==> config.mk <==
export PLATFORM = sky130hd
export DESIGN_NAME = wm_phase_actuator
export DESIGN_NICKNAME = d
export VERILOG_FILES = /design/src/rtl/wm_phase_actuator.sv
export SDC_FILE = /design/constraint.sdc
export NUM_CORES = 1
export LEC_CHECK = 0
export ABC_CLOCK_PERIOD_IN_PS = 3140
export CORE_MARGIN = 8
export CORE_UTILIZATION = 59
export CTS_CLUSTER_SIZE = 12
export DETAILED_ROUTE_END_ITERATION = 8
export DONT_BUFFER_PORTS = 1
export GPL_ROUTABILITY_DRIVEN = 0
export GPL_TIMING_DRIVEN = 0
export PLACE_DENSITY = 0.78
export SYNTH_ARGS = -nofsm -noshare
export SYNTH_HDL_FRONTEND = slang
export SYNTH_SLANG_ARGS = --single-unit
==> constraint.sdc <==
create_clock -name clock -period 3.14 [get_ports clock]
set_input_delay 0.314 -clock clock [delete_from_list [all_inputs] [get_ports clock]]
set_output_delay 0.314 -clock clock [all_outputs]
set_load 0.02 [all_outputs]
==> src/rtl/wm_phase_actuator.sv <==
// Washing-machine phase actuator: takes one-hot phase commands from the
// controller, sequences fill valve / drum motor / drain valve with cycle
// timers, tracks whether the drum holds water and reports completion/faults.
module wm_phase_actuator #(
  parameter int SOAK_CYCLES  = 16,
  parameter int WASH_CYCLES  = 32,
  parameter int RINSE_CYCLES = 24,
  parameter int SPIN_CYCLES  = 20,
  parameter int FILL_CYCLES  = 8,
  parameter int DRAIN_CYCLES = 6,
  parameter int CNT_W        = 8
) (
  input  logic clock,
  input  logic reset_n,
  input  logic soak_Operation,
  input  logic wash_Operation,
  input  logic rinse_Operation,
  input  logic spin_Operation,
  input  logic water_Intake,
  input  logic lid,
  output logic fill_Valve,
  output logic drain_Valve,
  output logic motor_Enable,
  output logic motor_Fast,
  output logic water_Full,
  output logic busy,
  output logic phase_Done,
  output logic fault
);

  typedef enum logic [2:0] {
    P_IDLE, P_FILL, P_RUN, P_DRAIN, P_DONE, P_FAULT
  } state_t;

  // Command bit order: {soak, wash, rinse, spin}
  localparam logic [3:0] OP_SPIN = 4'b0001;
  localparam logic [3:0] OP_SOAK = 4'b1000;

  localparam logic [CNT_W-1:0] FILL_LAST  = CNT_W'(FILL_CYCLES - 1);
  localparam logic [CNT_W-1:0] DRAIN_LAST = CNT_W'(DRAIN_CYCLES - 1);
  // Indexed like the command vector: [0]=spin .. [3]=soak
  localparam int RUN_DUR [0:3] = '{SPIN_CYCLES, RINSE_CYCLES, WASH_CYCLES, SOAK_CYCLES};

  state_t           state_reg, state_next;
  logic [CNT_W-1:0] timer_reg, timer_next;
  logic [3:0]       op_reg, op_next;
  logic             water_full_reg, water_full_next;
  logic             abort_reg, abort_next;
  logic             phase_done_reg, phase_done_next;
  logic             fault_reg, fault_next;

  logic [3:0] cmd;
  logic       multi;
  logic       mismatch;
  logic       timer_en;
  logic [3:0] run_hit;
  logic       run_last;

  assign cmd      = {soak_Operation, wash_Operation, rinse_Operation, spin_Operation};
  assign multi    = (cmd & (cmd - 4'd1)) != 4'd0;
  assign mismatch = cmd != op_reg;

  // RUN duration depends on which operation was latched
  generate
    for (genvar gi = 0; gi < 4; gi++) begin : g_run_hit
      assign run_hit[gi] = op_reg[gi] && (timer_reg == CNT_W'(RUN_DUR[gi] - 1));
    end
  endgenerate
  assign run_last = |run_hit;

  // State, timer, latched op and registered status flags
  always_ff @(posedge clock or negedge reset_n) begin
    if (!reset_n) begin
      state_reg      <= P_IDLE;
      timer_reg      <= '0;
      op_reg         <= 4'd0;
      water_full_reg <= 1'b0;
      abort_reg      <= 1'b0;
      phase_done_reg <= 1'b0;
      fault_reg      <= 1'b0;
    end else begin
      state_reg      <= state_next;
      timer_reg      <= timer_next;
      op_reg         <= op_next;
      water_full_reg <= water_full_next;
      abort_reg      <= abort_next;
      phase_done_reg <= phase_done_next;
      fault_reg      <= fault_next;
    end
  end

  // Next-state logic: command decode, abort handling and timer exits
  always_comb begin
    state_next      = state_reg;
    op_next         = op_reg;
    water_full_next = water_full_reg;
    abort_next      = 1'b0;
    timer_en        = 1'b0;
    case (state_reg)
      P_IDLE: begin
        if (multi) begin
          state_next = P_FAULT;
        end else if (cmd != 4'd0) begin
          op_next = cmd;
          if (cmd == OP_SPIN) state_next = water_full_reg ? P_DRAIN : P_RUN;
          else                state_next = water_full_reg ? P_RUN : P_FILL;
        end
      end
      P_FILL: begin
        timer_en = !lid && water_Intake;
        if (multi) begin
          state_next = P_FAULT;
        end else if (mismatch) begin
          // Partially filled drum is treated as full so it gets drained
          water_full_next = 1'b1;
          abort_next      = 1'b1;
          state_next      = P_DRAIN;
        end else if (timer_en && timer_reg == FILL_LAST) begin
          water_full_next = 1'b1;
          state_next      = P_RUN;
        end
      end
      P_RUN: begin
        timer_en = !lid;
        if (multi) begin
          state_next = P_FAULT;
        end else if (mismatch) begin
          if (water_full_reg) begin
            abort_next = 1'b1;
            state_next = P_DRAIN;
          end else begin
            state_next = P_IDLE;
          end
        end else if (timer_en && run_last) begin
          // Soak keeps its water; spin has already drained
          state_next = (op_reg == OP_SPIN || op_reg == OP_SOAK) ? P_DONE : P_DRAIN;
        end
      end
      P_DRAIN: begin
        timer_en = !lid;
        if (multi) begin
          state_next = P_FAULT;
        end else if (timer_en && timer_reg == DRAIN_LAST) begin
          water_full_next = 1'b0;
          if (abort_reg || mismatch) state_next = P_IDLE;
          else if (op_reg == OP_SPIN) state_next = P_RUN;
          else                        state_next = P_DONE;
        end else begin
          // An abort during drain finishes the drain, then idles
          abort_next = abort_reg || mismatch;
        end
      end
      P_DONE: begin
        if (multi)              state_next = P_FAULT;
        else if (cmd != op_reg) state_next = P_IDLE;
      end
      P_FAULT: begin
        if (cmd == 4'd0) state_next = P_IDLE;
      end
      default: state_next = P_IDLE;
    endcase

    if (state_next != state_reg) timer_next = '0;
    else if (timer_en)           timer_next = timer_reg + CNT_W'(1);
    else                         timer_next = timer_reg;

    phase_done_next = (state_next == P_DONE) && (state_reg != P_DONE);
    fault_next      = (state_next == P_FAULT);
  end

  assign fill_Valve   = (state_reg == P_FILL) && !lid && water_Intake;
  assign motor_Enable = (state_reg == P_RUN) && !lid;
  assign motor_Fast   = (state_reg == P_RUN) && !lid && (op_reg == OP_SPIN);
  assign drain_Valve  = (state_reg == P_DRAIN) && !lid;
  assign busy         = state_reg != P_IDLE;
  assign water_Full   = water_full_reg;
  assign phase_Done   = phase_done_reg;
  assign fault        = fault_reg;

endmodule

=== Word level (Yosys, flattened, before mapping) ===
Cells that the tools add are included.

* Input bits: 8
* Output and inout port bits: 8
* Register bits: 19
* Word-level logic and storage cells: 100

* Bitwise logic cells: 2
* Equal/unequal tests: 23
* Reductions and logical operators: 28
* Add/subtract/negate cells: 2
* Mux-type cells: 38

{| class="wikitable"
|+ Operators with widths
! kind !! number
|-
| 2-to-1 mux 3 bit || 16
|-
| == test 8 x 5 -> 1 bit, second input constant || 3
|-
| one-hot mux 3 bit (6 select lines) || 1
|-
| == test 8 x 3 -> 1 bit, second input constant || 2
|-
| 2-to-1 mux 8 bit || 2
|-
| logical AND 1 bit || 14
|-
| 2-to-1 mux 1 bit || 13
|-
| == test 3 bit, second input constant || 4
|-
| adder 8 x 1 -> 8 bit, second input constant || 1
|-
| == test 4 x 1 -> 1 bit, second input constant || 2
|-
| == test 8 x 4 -> 1 bit, second input constant || 1
|-
| nonzero test 4 bit || 2
|-
| == test 3 x 2 -> 1 bit, second input constant || 2
|-
| 2-to-1 mux 2 bit || 3
|-
| != test 2 bit, second input constant || 3
|-
| != test 3 bit, second input constant || 2
|-
| AND reduction 5 bit || 1
|-
| bitwise AND 4 bit || 1
|-
| == test 4 bit, second input constant || 1
|-
| zero test 4 bit || 1
|-
| != test 4 bit || 1
|-
| one-hot mux 1 bit (2 select lines) || 2
|-
| nonzero test 2 bit || 2
|-
| OR reduction 4 bit || 1
|-
| other kinds (11) || 12
|}

=== Depth between registers and ports, before layout ===
Gate-level depths: netlist of run 1.

* Depth in word-level cells: 10
* Mapped depth: 8
* Gate-level depth less buffers: 8

=== Least setup slack after synthesis of run 1 ===
OpenSTA, ideal clock, no wires.

* Path kind: register to register
* Start point: register op_reg[3]
* End point: register timer_reg[1]
* Required time: 3.029 ns
* Setup time: 0.111 ns
* Path buffers: 0
* Cell stages (with the launch flop): 7
* Setup slack: 0.837 ns
* Clock period less this slack: 2.303 ns
* Arrival time: 2.191 ns
* Cells stage by stage: dfrtp_1 > xor2_1 > or4_4 > o311ai_4 > o2111ai_4 > xnor2_4 > a2111oi_2

* Word-level cells in the longest chain between the ends: 9
* Elaborated cells on any way between the ends: 24
* Classes of those cells: 4 x eq/ne; 14 x mux; 6 x reduce/logical

{| class="wikitable"
|+ RTL lines
! item !! RTL line !! source
|-
| start, declared || 46 || <nowiki>logic [3:0] op_reg, op_next;</nowiki>
|-
| start signal, assigned || 84 || <nowiki>op_reg <= op_next;</nowiki>
|-
| == test 4 x 1 -> 1 bit, or another cell as far along || 136 || <nowiki>state_next = (op_reg == OP_SPIN || op_reg == OP_SOAK) ? P_DONE : P_DRAIN;</nowiki>
|-
| logical OR 1 bit / OR reduction 4 bit (equally long branches) || 136, 69 ||
|-
| 2-to-1 mux 3 bit / logical AND 1 bit (equally long branches) || 136, 134 ||
|-
| 2-to-1 mux 3 bit || 134 || <nowiki>end else if (timer_en && run_last) begin</nowiki>
|-
| 2-to-1 mux 3 bit || 127 || <nowiki>end else if (mismatch) begin</nowiki>
|-
| 2-to-1 mux 3 bit || 125 || <nowiki>if (multi) begin</nowiki>
|-
| one-hot mux 3 bit (6 select lines) * || 99 || <nowiki>case (state_reg)</nowiki>
|-
| via state_next[0] || 44 || <nowiki>state_t state_reg, state_next;</nowiki>
|-
| != test 3 bit * || 163 || <nowiki>if (state_next != state_reg) timer_next = '0;</nowiki>
|-
| 2-to-1 mux 8 bit / nonzero test 2 bit (equally long branches) || - ||
|-
| end signal, assigned || 83 || <nowiki>timer_reg <= timer_next;</nowiki>
|-
| end, declared || 45 || <nowiki>logic [CNT_W-1:0] timer_reg, timer_next;</nowiki>
|}

Mark *: on every way through the listed nets, which the timed path passes. The rest lies on a longest branch.
A chain may end at the register's enable or synchronous reset.

=== Final worst setup path of run 1 ===
Same ends and word-level chain as after synthesis.

==> metrics.yaml, run 1 <==
status: "complete, no violations"
netSwitchingPower_uw: 581.5
dpl_worst_slack_ns: 0.6845
grt_first_pass_wirelength_mm: 5.727
cp_slowest_stage_delay_ns: 0.61
rsz0062_at_grt: "false"
grt_max_degree: 20
clkTransAtPathRegs_ns: 0.12
synth.avg_cell_area_um2: 9.332
die-area_um2: 4292
insertion_delay_ns: 0.31
critPathKind: "reg2reg"
hpwl_mm: 2.563
dr.pass1.iters: 4
worst_pin_slew_ns: 0.8647
finalHoldViolCount: 0
critPathTopFamily: "compound AO/OA/AOI/OAI gates"
core_area_um2: 2410
chipHeight_um: 65.51
overflow: 0
busiest_layer: "met2"
cts_htree_levels: 1
cp_max_fo: 8
postSynthCellCount: 155
drive_above_1_share_pct: 11.25
maxSlewHeadroom_pct: 42.17
diodes: 0
syn2layout_area_growth_pct: 5.363
cp.depth: 6
intPower_uw: 613.7
seqPwrFrac_pct: 32.6
use_met3_pct: 3.401
ys_async_sr_fraction_pct: 100.0
min_period_over_period_pct: 78.70
cts_tree: "built"
period_needed_ns: 2.471
root_buffer: "clkbuf_4"
portBuffers: 0
wl_per_cell_um: 17.80
p_comb_share_pct: 56.0
yosys-top-cells-count: "19 x dfrtp_1, 16 x nand2_1, 13 x nor2_1, 13 x nor3_1, 9 x xor2_1"
required_ns: 3.36
wirelength_mm: 3.382
yosysTopAreaCellShare_pct: 32.87
largest_reg_flops: 8
final_max_slew_viol_count: 0
fmax_ghz: 0.4047
drc: 0
worstHoldPathCells: 2
clkSinkCount: 19
antenna_found_initial: 0
worstPathCellList: "xor2_1 > or4_4 > o311ai_4 > o2111ai_4 > xnor2_4 > a2111oi_2"
peakVddDrop_mv: 0.5594
cts_resized: 0
synth_fp_nets: 166
synth_most_common_cell: "dfrtp_1"
hold_path_class: "in2reg"
use_met2_pct: 26.32
yosysTopAreaCell: "dfrtp_1"
io_pins: 16
power_density_nw_per_um2: 784.3
cp.arrival_ns: 2.69
clock_path_buffers: 2
grt.met1_usage_pct: 20.49
ys.flop_type: "dfrtp_1"
cts_made_buffers: 3
synth-seq-cells: 19
cap_violations: 0
synthesis.area_um2: 1446
viasPerCell: 6.468
ys_warn_count: 0
start_util_pct: 60.02
track_usage_pct: 16.79
setup_ws_ns: 0.6689
p_leak_nw: 0.5807
vias: 1229
ant_nets: 0
setup_viol: 0
final-instance-count-excl-fill: 190
setup_tns_ns: 0
grt_pass1_vias: 1242
synth_edf_count: 0
pwr-share-clk_pct: 11.4
rr_worst_depth: 6
fin_util_pct: 63.24
post-place-cells: 185
yosysSeqAreaShare_pct: 32.87
finalClockSkew_ns: 0.001468
finalNetCount: 172
rows: 18
drt_iter0_drc: 66
yosysUniqueCellTypes: 48
synth_area_leaders: "dfrtp_1 33%, xor2_1 5.4%, nor3_1 4.5%"
cpMaxStageDelayCell: "or4_4"
p_sw_share_pct: 48.65
crit_buf_inv: 0
endpoint_kind: "flop"
critPathLaunchType: "flop"
die_width_um: 65.51
-- timing repair --
item	4_1_cts	5_1_grt
hold buffers	1	0
endpoints found under the hold margin	19	0
setup buffers	0	0
-- cells by family (layout without fill, tap and decap cells) --
logic type,after synthesis,count (layout),share of synthesized area (%)
buf+inv,14,19,3.892
simple gates,71,71,29.50
xor+xnor,13,13,9.170
compound gates,33,33,20.59
flops,19,19,32.87
fa+ha+maj,3,3,2.595
mux,2,2,1.384
-- power groups by stage --
stage	Sequential, mW	Clock [mW]	Combinational (mW)
final	0.390	0.136	0.669
after floorplan	0.373	0	0.548
after CTS	0.388	0.137	0.662
after global routing	0.399	0.154	0.725
after detailed placement	0.394	0	0.652
after global placement	0.387	0	0.637
-- metal layers --
metal,share of wire (%),wire [µm],up-vias
met2,48,1619,47
met4,3.5,117,0
met5,0,0,-
met3,5.9,200,13
li1,-,-,590
met1,43,1444,579
-- through the flow --
step                      total power [mW]  hold slack, ns  area [µm²]
after global placement               1.025         0.01899        1484
after CTS                            1.187         0.09490        1524
after detailed placement             1.046         0.01894        1484
after global routing                 1.279         0.09832        1524
after floorplan                     0.9210         0.01841        1446
final                                1.195          0.1010        1524
-- worst paths after layout --
check / start / end / slack (ns)
worst max register to register: op_reg[3] / timer_reg[1] / 0.67
worst min register to register: op_reg[3] / op_reg[3] / 0.61
max in group asynchronous: reset_n / timer_reg[1] / 2.07
worst min-delay path: soak_Operation / op_reg[3] / 0.10
min in group asynchronous: reset_n / timer_reg[5] / 0.54
worst max-delay path: op_reg[3] / timer_reg[1] / 0.67
-- cell usage in the layout, fill, tap and decap left out, types with 4 or more instances in the layout --
| master | netlist | routed |
|---|---|---|
| dfrtp_1 | 19 | 19 |
| nand2_1 | 16 | 16 |
| nor2_1 | 13 | 13 |
| nor3_1 | 13 | 13 |
| xor2_1 | 9 | 9 |
| a21oi_1 | 7 | 7 |
| inv_1 | 6 | 6 |
| clkbuf_1 | 5 | 5 |
| nor4_1 | 4 | 4 |
-- layout make-up --
cell class / instances / area [µm²]
fill: 207 / 885.9
inverter: 6 / 22.52
multi-input combinational: 122 / 914.6
clock inverter: 1 / 7.507
tap: 30 / 37.54
clock buffer: 3 / 22.52
timing repair buffer: 1 / 10.01
sequential: 19 / 475.5
buffer: 8 / 33.78
Note: power is estimated with default switching activity, not from simulation.
==> run 2: changes to the inputs <==
- ABC_CLOCK_PERIOD_IN_PS: 3140 -> 2500
- clock period: 3.14 -> 2.5 ns (I/O delays scaled with it)
==> run 2 against run 1 <==
The run now ends with setup timing left. Sequential power grew 27%. Total power grew 33%. Non-clock buffer count grew 1. Critical path depth grew 1. Final cell count grew 0.53%. Largest power group unchanged. Highest routed layer unchanged.
==> metrics.yaml, run 2 (same netlist as run 1, synthesis figures left out) <==
status: "finished with violations"
violations: "setup timing"
final_max_slew_viol_count: 0
hpwl_mm: 2.563
wl_per_cell_um: 18.74
dr.pass1.iters: 4
finalNetCount: 173
worstPathCellList: "xor2_1 > nor4_4 > nor2_1 > nor4_1 > o32ai_4 > buf_12 > a2111oi_2"
grt_pass1_vias: 1242
root_buffer: "clkbuf_4"
setup_viol: 1
routedLengthMet1_mm: 1.500
rr_worst_depth: 7
peakVddDrop_mv: 0.7279
track_usage_pct: 16.79
worst_pin_slew_ns: 0.8761
period_needed_ns: 2.504
clkTransAtPathRegs_ns: 0.12
reg2reg_from: "op_reg[3]"
die-area_um2: 4292
finalClockSkew_ns: 0.0006761
p_comb_share_pct: 57.8
core_area_um2: 2410
grt_first_pass_wirelength_mm: 5.727
syn2layout_area_growth_pct: 7.353
diodes: 0
setup_ws_ns: -0.004314
insertion_delay_ns: 0.32
min_period_over_period_pct: 100.2
cts_made_buffers: 3
viasPerCell: 6.728
regToRegSetupSlack_ns: -0.004
io_pins: 16
p_total_mw: 1.590
layout_commonest_cell: "dfrtp_1"
cap_violations: 0
dr_wl_met3_um: 220
critPathLaunchType: "flop"
power_density_nw_per_um2: 1024
drive_above_1_share_pct: 13.66
hold_path_class: "in2reg"
chipHeight_um: 65.51
netSwitchingPower_uw: 764.7
placed_area_um2: 1484
crit_buf_inv: 1
cp_max_fo: 9
overflow: 0
dr.max_layer_used: "met4"
finalHoldViolCount: 0
cp_slowest_stage_delay_ns: 0.55
r2r-end: "timer_reg[1]"
p_sw_share_pct: 48.09
min_to: "op_reg[3]"
rsz0062_at_grt: "true"
final_cell_mix: "17 x dfrtp_1, 16 x nand2_1, 13 x nor2_1, 13 x nor3_1, 9 x xor2_1"
cpMaxStageDelayCell: "nor4_4"
antenna_found_initial: 0
pwr-share-clk_pct: 11.0
holdWs_ns: 0.03099
setup_tns_ns: -0.004314
p_leak_nw: 0.5885
wirelength_mm: 3.579
grt_max_degree: 20
fmax_ghz: 0.3993
maxSlewHeadroom_pct: 41.40
start_util_pct: 60.02
cts_tree: "built"
die_width_um: 65.51
wl_met2_mm: 1.723
portBuffers: 0
cts_htree_levels: 1
endpoint_kind: "flop"
worstHoldPathCells: 2
fin_area_um2: 1553
vias: 1285
drt_iter0_drc: 65
drc: 0
seqPwrFrac_pct: 31.2
cp.arrival_ns: 2.72
critPathKind: "reg2reg"
ant_nets: 0
critPathTopFamily: "simple AND/OR/NAND/NOR gates"
rows: 18
hold_start: "soak_Operation"
required_ns: 2.72
clock_path_buffers: 2
intPower_uw: 825.5
largest_reg_flops: 8
clkSinkCount: 19
run 2: cell types whose count changed in the layout (fill, tap and decap cells not counted), sizes merged:
cell / change
buf: +1
run 2: worst max path at each step:
| stage | from | to | slack (ns) | depth (start not counted) |
|---|---|---|---|---|
| floorplan | op_reg[3] | timer_reg[1] | 0.20 | 6 |
| global route | op_reg[3] | timer_reg[1] | -0.11 | 7 |
| finish | op_reg[3] | timer_reg[1] | -0.004 | 7 |
| CTS | op_reg[3] | timer_reg[1] | 0.03 | 6 |
| global placement | op_reg[3] | timer_reg[1] | 0.08 | 6 |
| detailed placement | op_reg[3] | timer_reg[1] | 0.04 | 6 |
run 2: worst reg2reg max path, stage by stage (launching register included):
cell	delay [ns]
dfrtp_2	0.47
xor2_1	0.19
nor4_4	0.56
nor2_1	0.15
nor4_1	0.48
o32ai_4	0.18
buf_12	0.18
a2111oi_2	0.20
run 2: power groups by stage:
stage	Sequential [mW]	Clock [mW]	Combinational (mW)
3_5_place_dp	0.494	0	0.819
3_3_place_gp	0.486	0	0.801
4_1_cts	0.488	0.172	0.831
5_1_grt	0.506	0.193	0.980
6_report	0.496	0.176	0.918
2_1_floorplan	0.469	0	0.688
run 2: per-stage QoR:
| stage | instances | utilization, % | worst slack, ns |
|---|---|---|---|
| floorplan | 155 | - | 0.1973 |
| global placement | 185 | 61.58 | 0.07503 |
| detailed placement | 185 | 61.58 | 0.04454 |
| CTS | 190 | 63.24 | 0.02502 |
| global route | 191 | 64.43 | -0.1131 |
| finish | 191 | 64.43 | -0.004314 |
run 2: repair_timing:
| action | in CTS | in global routing |
|---|---|---|
| gates resized for setup | 0 | 3 |
| endpoints found under the hold margin | 19 | 0 |
| setup buffers | 0 | 1 |
| hold buffers | 1 | 0 |
| endpoints found under the setup margin | 0 | 9 |
run 2: metal layers:
| layer | up-vias | track usage [%] |
|---|---|---|
| met3 | 12 | 3.401 |
| met5 | - | 0 |
| met2 | 57 | 26.32 |
| met4 | 0 | 10.90 |
| li1 | 587 | - |
| met1 | 629 | 20.49 |
run 2: area by class of cell:
class / instances / area (µm²)
buffer: 8 / 33.78
clock buffer: 3 / 22.52
clock inverter: 1 / 7.507
fill: 202 / 857.1
inverter: 6 / 22.52
multi-input combinational: 122 / 920.9
sequential: 19 / 478.0
tap: 30 / 37.54
timing repair buffer: 2 / 30.03
